### config.mk
export PLATFORM = sky130hd
export DESIGN_NAME = reg_file_mp
export DESIGN_NICKNAME = d
export VERILOG_FILES = /design/src/rtl/reg_file_mp_pkg.sv /design/src/rtl/reg_file_mp_scoreboard.sv /design/src/rtl/reg_file_mp.sv
export SDC_FILE = /design/constraint.sdc
export NUM_CORES = 2
export LEC_CHECK = 0
export BUFFER_PORTS_ARGS = -buffer_cell sky130_fd_sc_hd__buf_2
export CELL_PAD_IN_SITES_DETAIL_PLACEMENT = 1
export CELL_PAD_IN_SITES_GLOBAL_PLACEMENT = 2
export CORE_AREA = 2 2 474 476
export DETAILED_ROUTE_END_ITERATION = 12
export DIE_AREA = 0 0 476 478
export PLACE_DENSITY_LB_ADDON = 0.1
export SYNTH_ARGS = -nofsm -noshare
export SYNTH_HDL_FRONTEND = slang
export SYNTH_SLANG_ARGS = --single-unit
### constraint.sdc
create_clock -name clk -period 6.25 [get_ports clk]
set_input_delay 1.25 -clock clk [delete_from_list [all_inputs] [get_ports clk]]
set_output_delay 1.25 -clock clk [all_outputs]
set_load 0.005 [all_outputs]
### src/rtl/reg_file_mp_pkg.sv
// Shared CPU constants used to size the register file.
//   CPU_DATA_WIDTH : architectural register width in bits
//   CPU_ADDR_WIDTH : register index width (2**CPU_ADDR_WIDTH registers)
package reg_file_mp_pkg;

    localparam int CPU_DATA_WIDTH = 32;
    localparam int CPU_ADDR_WIDTH = 5;

endpackage

### src/rtl/reg_file_mp_scoreboard.sv
// reg_scoreboard: one busy bit per register, marking a pending producer.
//   clk, rst            : clock, synchronous active-high reset (clears all bits)
//   set_en, set_addr    : mark a register busy on the next edge
//   clr0_en, clr0_addr  : write port 0 completing; clears its target
//   clr1_en, clr1_addr  : write port 1 completing; clears its target
//   busy                : registered busy vector; bit 0 is always 0
module reg_scoreboard
    import reg_file_mp_pkg::*;
#(
    parameter int ADDR_WIDTH = CPU_ADDR_WIDTH,
    parameter int REG_NUM    = 1 << ADDR_WIDTH
) (
    input  logic                  clk,
    input  logic                  rst,
    input  logic                  set_en,
    input  logic [ADDR_WIDTH-1:0] set_addr,
    input  logic                  clr0_en,
    input  logic [ADDR_WIDTH-1:0] clr0_addr,
    input  logic                  clr1_en,
    input  logic [ADDR_WIDTH-1:0] clr1_addr,
    output logic [REG_NUM-1:0]    busy
);

    logic [REG_NUM-1:0] busy_nxt;

    always_comb begin
        busy_nxt = busy;
        for (int i = 1; i < REG_NUM; i++) begin
            // A set in the same cycle as a clear belongs to a newer producer,
            // so it must win over the completing write.
            if (set_en && set_addr == ADDR_WIDTH'(i)) begin
                busy_nxt[i] = 1'b1;
            end else if ((clr0_en && clr0_addr == ADDR_WIDTH'(i)) ||
                         (clr1_en && clr1_addr == ADDR_WIDTH'(i))) begin
                busy_nxt[i] = 1'b0;
            end
        end
        busy_nxt[0] = 1'b0;
    end

    always_ff @(posedge clk) begin
        if (rst) begin
            busy <= '0;
        end else begin
            busy <= busy_nxt;
        end
    end

endmodule

### src/rtl/reg_file_mp.sv
// reg_file_mp: multi-ported register file with same-cycle write bypass and
// a busy scoreboard for operand readiness.
//   clk, rst              : clock, synchronous active-high reset
//   wen0/waddr0/wdata0    : write port 0
//   wen1/waddr1/wdata1    : write port 1 (wins on an address collision)
//   raddr                 : NUM_RD packed read addresses, port k at [k*ADDR_WIDTH +: ADDR_WIDTH]
//   rdata                 : NUM_RD packed read data, port k at [k*DATA_WIDTH +: DATA_WIDTH]
//   rready                : per read port, operand available this cycle
//   bset_en, bset_addr    : mark a register busy (pending producer)
//   busy                  : scoreboard bits, one per register
//   gpr_flat              : registered architectural state, register i at [i*DATA_WIDTH +: DATA_WIDTH]
module reg_file_mp
    import reg_file_mp_pkg::*;
#(
    parameter int DATA_WIDTH = CPU_DATA_WIDTH,
    parameter int ADDR_WIDTH = CPU_ADDR_WIDTH,
    parameter int NUM_RD     = 2
) (
    input  logic                               clk,
    input  logic                               rst,
    input  logic                               wen0,
    input  logic                               wen1,
    input  logic [ADDR_WIDTH-1:0]              waddr0,
    input  logic [ADDR_WIDTH-1:0]              waddr1,
    input  logic [DATA_WIDTH-1:0]              wdata0,
    input  logic [DATA_WIDTH-1:0]              wdata1,
    input  logic [NUM_RD*ADDR_WIDTH-1:0]       raddr,
    output logic [NUM_RD*DATA_WIDTH-1:0]       rdata,
    output logic [NUM_RD-1:0]                  rready,
    input  logic                               bset_en,
    input  logic [ADDR_WIDTH-1:0]              bset_addr,
    output logic [(1<<ADDR_WIDTH)-1:0]         busy,
    output logic [(1<<ADDR_WIDTH)*DATA_WIDTH-1:0] gpr_flat
);

    localparam int REG_NUM = 1 << ADDR_WIDTH;

    logic [DATA_WIDTH-1:0] regs [REG_NUM];

    // Port 1 is written after port 0 so it takes the register on a collision.
    // Register 0 is never written, so it holds the zero it was reset to.
    always_ff @(posedge clk) begin
        if (rst) begin
            for (int i = 0; i < REG_NUM; i++) begin
                regs[i] <= '0;
            end
        end else begin
            if (wen0 && waddr0 != '0) begin
                regs[waddr0] <= wdata0;
            end
            if (wen1 && waddr1 != '0) begin
                regs[waddr1] <= wdata1;
            end
        end
    end

    reg_scoreboard #(
        .ADDR_WIDTH (ADDR_WIDTH),
        .REG_NUM    (REG_NUM)
    ) u_scoreboard (
        .clk       (clk),
        .rst       (rst),
        .set_en    (bset_en),
        .set_addr  (bset_addr),
        .clr0_en   (wen0),
        .clr0_addr (waddr0),
        .clr1_en   (wen1),
        .clr1_addr (waddr1),
        .busy      (busy)
    );

    for (genvar k = 0; k < NUM_RD; k++) begin : g_rd
        logic [ADDR_WIDTH-1:0] addr;
        logic                  hit0;
        logic                  hit1;

        assign addr = raddr[k*ADDR_WIDTH +: ADDR_WIDTH];
        assign hit0 = wen0 && (waddr0 == addr) && (addr != '0);
        assign hit1 = wen1 && (waddr1 == addr) && (addr != '0);

        // Bypass is purely combinational and stays active during reset:
        // state only changes at the edge.
        assign rdata[k*DATA_WIDTH +: DATA_WIDTH] = (addr == '0) ? '0     :
                                                   hit1         ? wdata1 :
                                                   hit0         ? wdata0 :
                                                                  regs[addr];

        // A busy operand is still ready if its producer is writing it now.
        assign rready[k] = (addr == '0) || hit0 || hit1 || !busy[addr];
    end

    for (genvar i = 0; i < REG_NUM; i++) begin : g_gpr
        if (i == 0) begin : g_zero
            assign gpr_flat[0 +: DATA_WIDTH] = '0;
        end else begin : g_reg
            assign gpr_flat[i*DATA_WIDTH +: DATA_WIDTH] = regs[i];
        end
    end

endmodule

==> results.py <==
metrics = {
    "power_and_ir_drop": {
        "p_total_mw": 20.7,
        "p_per_area_nw_per_um2": 267,
        "vdd.ir_drop.worst_mv": 0.306,
        "cellLeakagePower_nw": 29.4,
    },
    "critical_path": {
        "critical_path.max_fanout": 12,
        "worst_path_most_repeated_cell": "sky130_fd_sc_hd__buf_4",
        "startpoint_type": "input port",
        "arrival_ns": 5.03,
        "crit_path_max_delay_family": "compound AO/OA/AOI/OAI gates",
        "critPathRequiredTime_ns": 5.00,
        "crit_type": "input port to output port",
        "critPathBufInv": 5,
        "cpPeakStageDelay_ns": 0.78,
        "critical_path.cell_chain": "buf_2 -> buf_4 -> or3_2 -> buf_4 -> o221ai_1 -> a211oi_1 -> a2111o_1 -> a21oi_1 -> buf_4 -> buf_2",
        "end_kind": "output port",
        "critical-path-slowest-cell": "sky130_fd_sc_hd__o221ai_1",
        "regToRegSetupSlack_ns": 5.25,
    },
    "yosys": {
        "post_synth_fa_ha_maj_area_fraction_pct": 0,
        "syn_inst": 4906,
        "synth_area_um2": 62900,
        "ys_ff_latch": 1055,
        "ys_async_sr_fraction_pct": 0,
        "synth.yosys.seq_area_share_pct": 49.8,
        "yosys.cell_types.count": 82,
        "muxShareOfSynthArea_pct": 18.3,
        "synth-xor-area-share_pct": 0.278,
        "yosys_most_used_dff": "sky130_fd_sc_hd__edfxtp_1",
        "synth_edf_count": 1024,
        "avgSynthCellArea_um2": 12.8,
        "synth-simple-area-share_pct": 5.46,
        "combinational_family_with_the_most_area_after_synthesis": "compound AO/OA/AOI/OAI gates",
        "synth_warnings": 0,
        "synth_compound_gate_area_share_pct": 20.6,
    },
    "run": {
        "maxCapViolCount": 0,
    },
    "placed_design": {
        "detailedPlacementHpwl_um": 360000,
        "port_buffers": 1182,
        "gpl.final_weighted_congestion": 0.973,
        "dp_cells": 8747,
    },
    "sta": {
        "post-route-min-period_ns": 6.28,
        "hold-worst-slack_ns": 0.548,
        "max_freq_mhz": 159,
        "final-hold-violation-count": 0,
        "finalMaxSlewViolations": 0,
        "unrepaired_setup_endpoints_after_global_routing": "false",
        "layout_worst_path_cycle_share_pct": 100,
        "timing_worst_slew_pin_value_ns": 1.39,
        "worst_slack_ns": -0.0252,
        "setup_viol": 2,
        "worst_slew_margin_rel_pct": 7.60,
        "clock-skew-final_ns": 0,
    },
    "final_layout": {
        "fillerInstances": 23871,
        "final_cell_count_no_fill": 9020,
        "layout-drive-gt1-share_pct": 37.0,
        "area_growth_pct": 23.6,
        "final_net_count": 5988,
    },
    "status": {
        "outcome": "finished with violations",
        "violations": "setup timing",
    },
    "cts": {
        "cts_repair_resize_count": 0,
        "h-tree-depth": 4,
        "reg_clk_slew_reported_paths_ns": 0.05,
        "cts_made_buffers": 137,
        "cts.hold.buffers_added": 0,
        "clk_root_buffer_cell": "sky130_fd_sc_hd__clkbuf_16",
        "clock_tree_from_tritoncts": "yes",
        "post-cts-setup-buffer-count": 0,
        "cts_buffer_depth": 3,
        "insertion_delay_ns": 0.82,
        "cts_sinks": 1055,
    },
    "routing": {
        "drc": 0,
        "drt_first_pass_iters": 6,
        "detail-route-antenna-nets": 0,
        "viasPerCell": 6.73,
        "drt_iter0_markers": 8979,
        "finalWirelength_um": 499000,
        "wl_per_cell_um": 55.3,
        "detailroute.via_count": 60706,
    },
    "floorplanning": {
        "die_y_um": 478,
        "die_area_um2": 228000,
        "io-pin-count": 1216,
        "floorplan.rows": 174,
        "coreArea_um2": 223000,
        "die_width_um": 476,
        "initial_utilization_pct": 28.2,
    },
    "grt": {
        "antenna_violations_before_repair": 60,
        "grtUsageTotal_pct": 42.4,
        "grt_max_degree": 63,
        "grt_overflow": 0,
        "first_global_vias": 57841,
        "global_route_wire_length_before_repair_um": 629000,
    },
    "min_path": {
        "min_path_type": "flop to flop",
    },
}
-- synth_stat cells (all sizes together) (4+ instances only) --
cell type | instances | area, um2
a22oi | 164 | 1230
mux2i | 458 | 4580
and2 | 9 | 56.3
mux2 | 120 | 1350
nand2b | 20 | 133
clkbuf | 391 | 1470
nor4 | 41 | 329
xor2 | 4 | 35.0
mux4 | 248 | 5590
edfxtp | 1024 | 30700
a22o | 1025 | 8980
buf | 364 | 1950
o221ai | 23 | 201
o21ai | 114 | 571
nand2 | 143 | 542
dfxtp | 31 | 621
a32o | 6 | 60.1
nor3b | 4 | 40.0
xnor2 | 16 | 140
nor2b | 46 | 288
a211oi | 36 | 270
nor3 | 96 | 649
inv | 12 | 45.1
a32oi | 20 | 175
nand3 | 75 | 375
nand4 | 27 | 169
nor2 | 106 | 400
and4 | 21 | 184
a21oi | 37 | 185
o31ai | 10 | 75.1
a31oi | 4 | 25.0
or3 | 13 | 81.3
o22ai | 144 | 901
-- placed cells by master, fill, tap and decap left out, types with 19 or more instances in the layout --
master                      instances
sky130_fd_sc_hd__dfxtp_1           31
sky130_fd_sc_hd__clkbuf_16        143
sky130_fd_sc_hd__mux2_2           120
sky130_fd_sc_hd__nand3_1           75
sky130_fd_sc_hd__o22ai_1          144
sky130_fd_sc_hd__o21ai_0           81
sky130_fd_sc_hd__buf_12            39
sky130_fd_sc_hd__and4_1            21
sky130_fd_sc_hd__nor2b_1           39
sky130_fd_sc_hd__nor4_1            34
sky130_fd_sc_hd__mux4_2           248
sky130_fd_sc_hd__a32oi_1           19
sky130_fd_sc_hd__clkinv_1          34
sky130_fd_sc_hd__o221ai_1          21
sky130_fd_sc_hd__nand4_1           27
sky130_fd_sc_hd__a22oi_1          164
sky130_fd_sc_hd__nor3_1            56
sky130_fd_sc_hd__nand2_1          128
sky130_fd_sc_hd__nor3_4            29
sky130_fd_sc_hd__mux2i_1          458
sky130_fd_sc_hd__conb_1            65
sky130_fd_sc_hd__clkbuf_1          36
sky130_fd_sc_hd__nor2_1            81
sky130_fd_sc_hd__a21oi_1           37
sky130_fd_sc_hd__diode_2           31
sky130_fd_sc_hd__edfxtp_1        1024
sky130_fd_sc_hd__buf_2           1174
sky130_fd_sc_hd__buf_4            321
sky130_fd_sc_hd__a211oi_1          36
sky130_fd_sc_hd__a22o_1          1025
sky130_fd_sc_hd__nor2_4            22
sky130_fd_sc_hd__o21ai_1           21
-- power by group --
group / total [mW] / internal (mW) / switching (mW) / leakage, nW
Clock: 7.97 / 4.50 / 3.47 / 2.07
Combinational: 3.85 / 1.23 / 2.63 / 17.3
Sequential: 8.92 / 8.21 / 0.708 / 10.0
-- per-layer routing --
layer	vias to the layer above	share of wire [%]	routed length (um)	track usage, %
met5	-	0.026	132	0
met4	18	9.1	45400	31.7
met3	1137	9.2	45800	9.27
met2	4836	46	228000	67.4
met1	32655	36	180000	50.1
li1	22060	-	-	-
-- sequential cells by signal (all words and copies together), names as in the netlist --
name               cells
regs                1024
u_scoreboard.busy     31
-- cell families (layout without fill, tap and decap cells) --
kind of cell / Yosys count / count (layout)
AO/OA/AOI/OAI: 1613 / 1613
multiplexers: 826 / 826
XOR/XNOR: 20 / 20
buffers and inverters: 768 / 1795
flip-flops: 1055 / 1055
other: 1 / 96
AND/OR/NAND/NOR: 623 / 623
-- cell type report --
type                    instances  area (um2)  area share (%)
well taps                    2992        3740            4.81
diodes                         31        77.6          0.0997
clock buffers                 182        3750            4.83
repair buffers               1540        9150            11.8
inverters                      13        48.8          0.0627
multi-input cells            3147       29200            37.5
clock inverters                60         490           0.630
flip-flops and latches       1055       31400            40.3
-- worst register-to-register path, cell delays in order (launching register included) --
cell and delay (ns):
sky130_fd_sc_hd__dfxtp_1 0.53, sky130_fd_sc_hd__o221ai_1 0.22, sky130_fd_sc_hd__a21oi_1 0.17
-- per-stage QoR --
stage          utilization (%)  setup WS, ns  area [um2]  setup TNS, ns
2_1_floorplan                -          1.21       63200              0
3_3_place_gp              32.9         0.191       73500              0
3_5_place_dp              32.9         0.203       73500              0
4_1_cts                   34.8         0.194       77700              0
5_1_grt                   34.8         0.198       77700              0
6_report                  34.9       -0.0252       77800        -0.0389
-- path summary, 6_finish.rpt --
check                                            from                     to  cells after the start
worst max-delay path                         raddr[9]              rdata[43]                     10
worst min-delay path            u_scoreboard.busy[18]  u_scoreboard.busy[18]                      2
worst max register to register  u_scoreboard.busy[19]  u_scoreboard.busy[19]                      2
worst min register to register  u_scoreboard.busy[18]  u_scoreboard.busy[18]                      2
No activity file was read; power rests on OpenSTA's default activity.
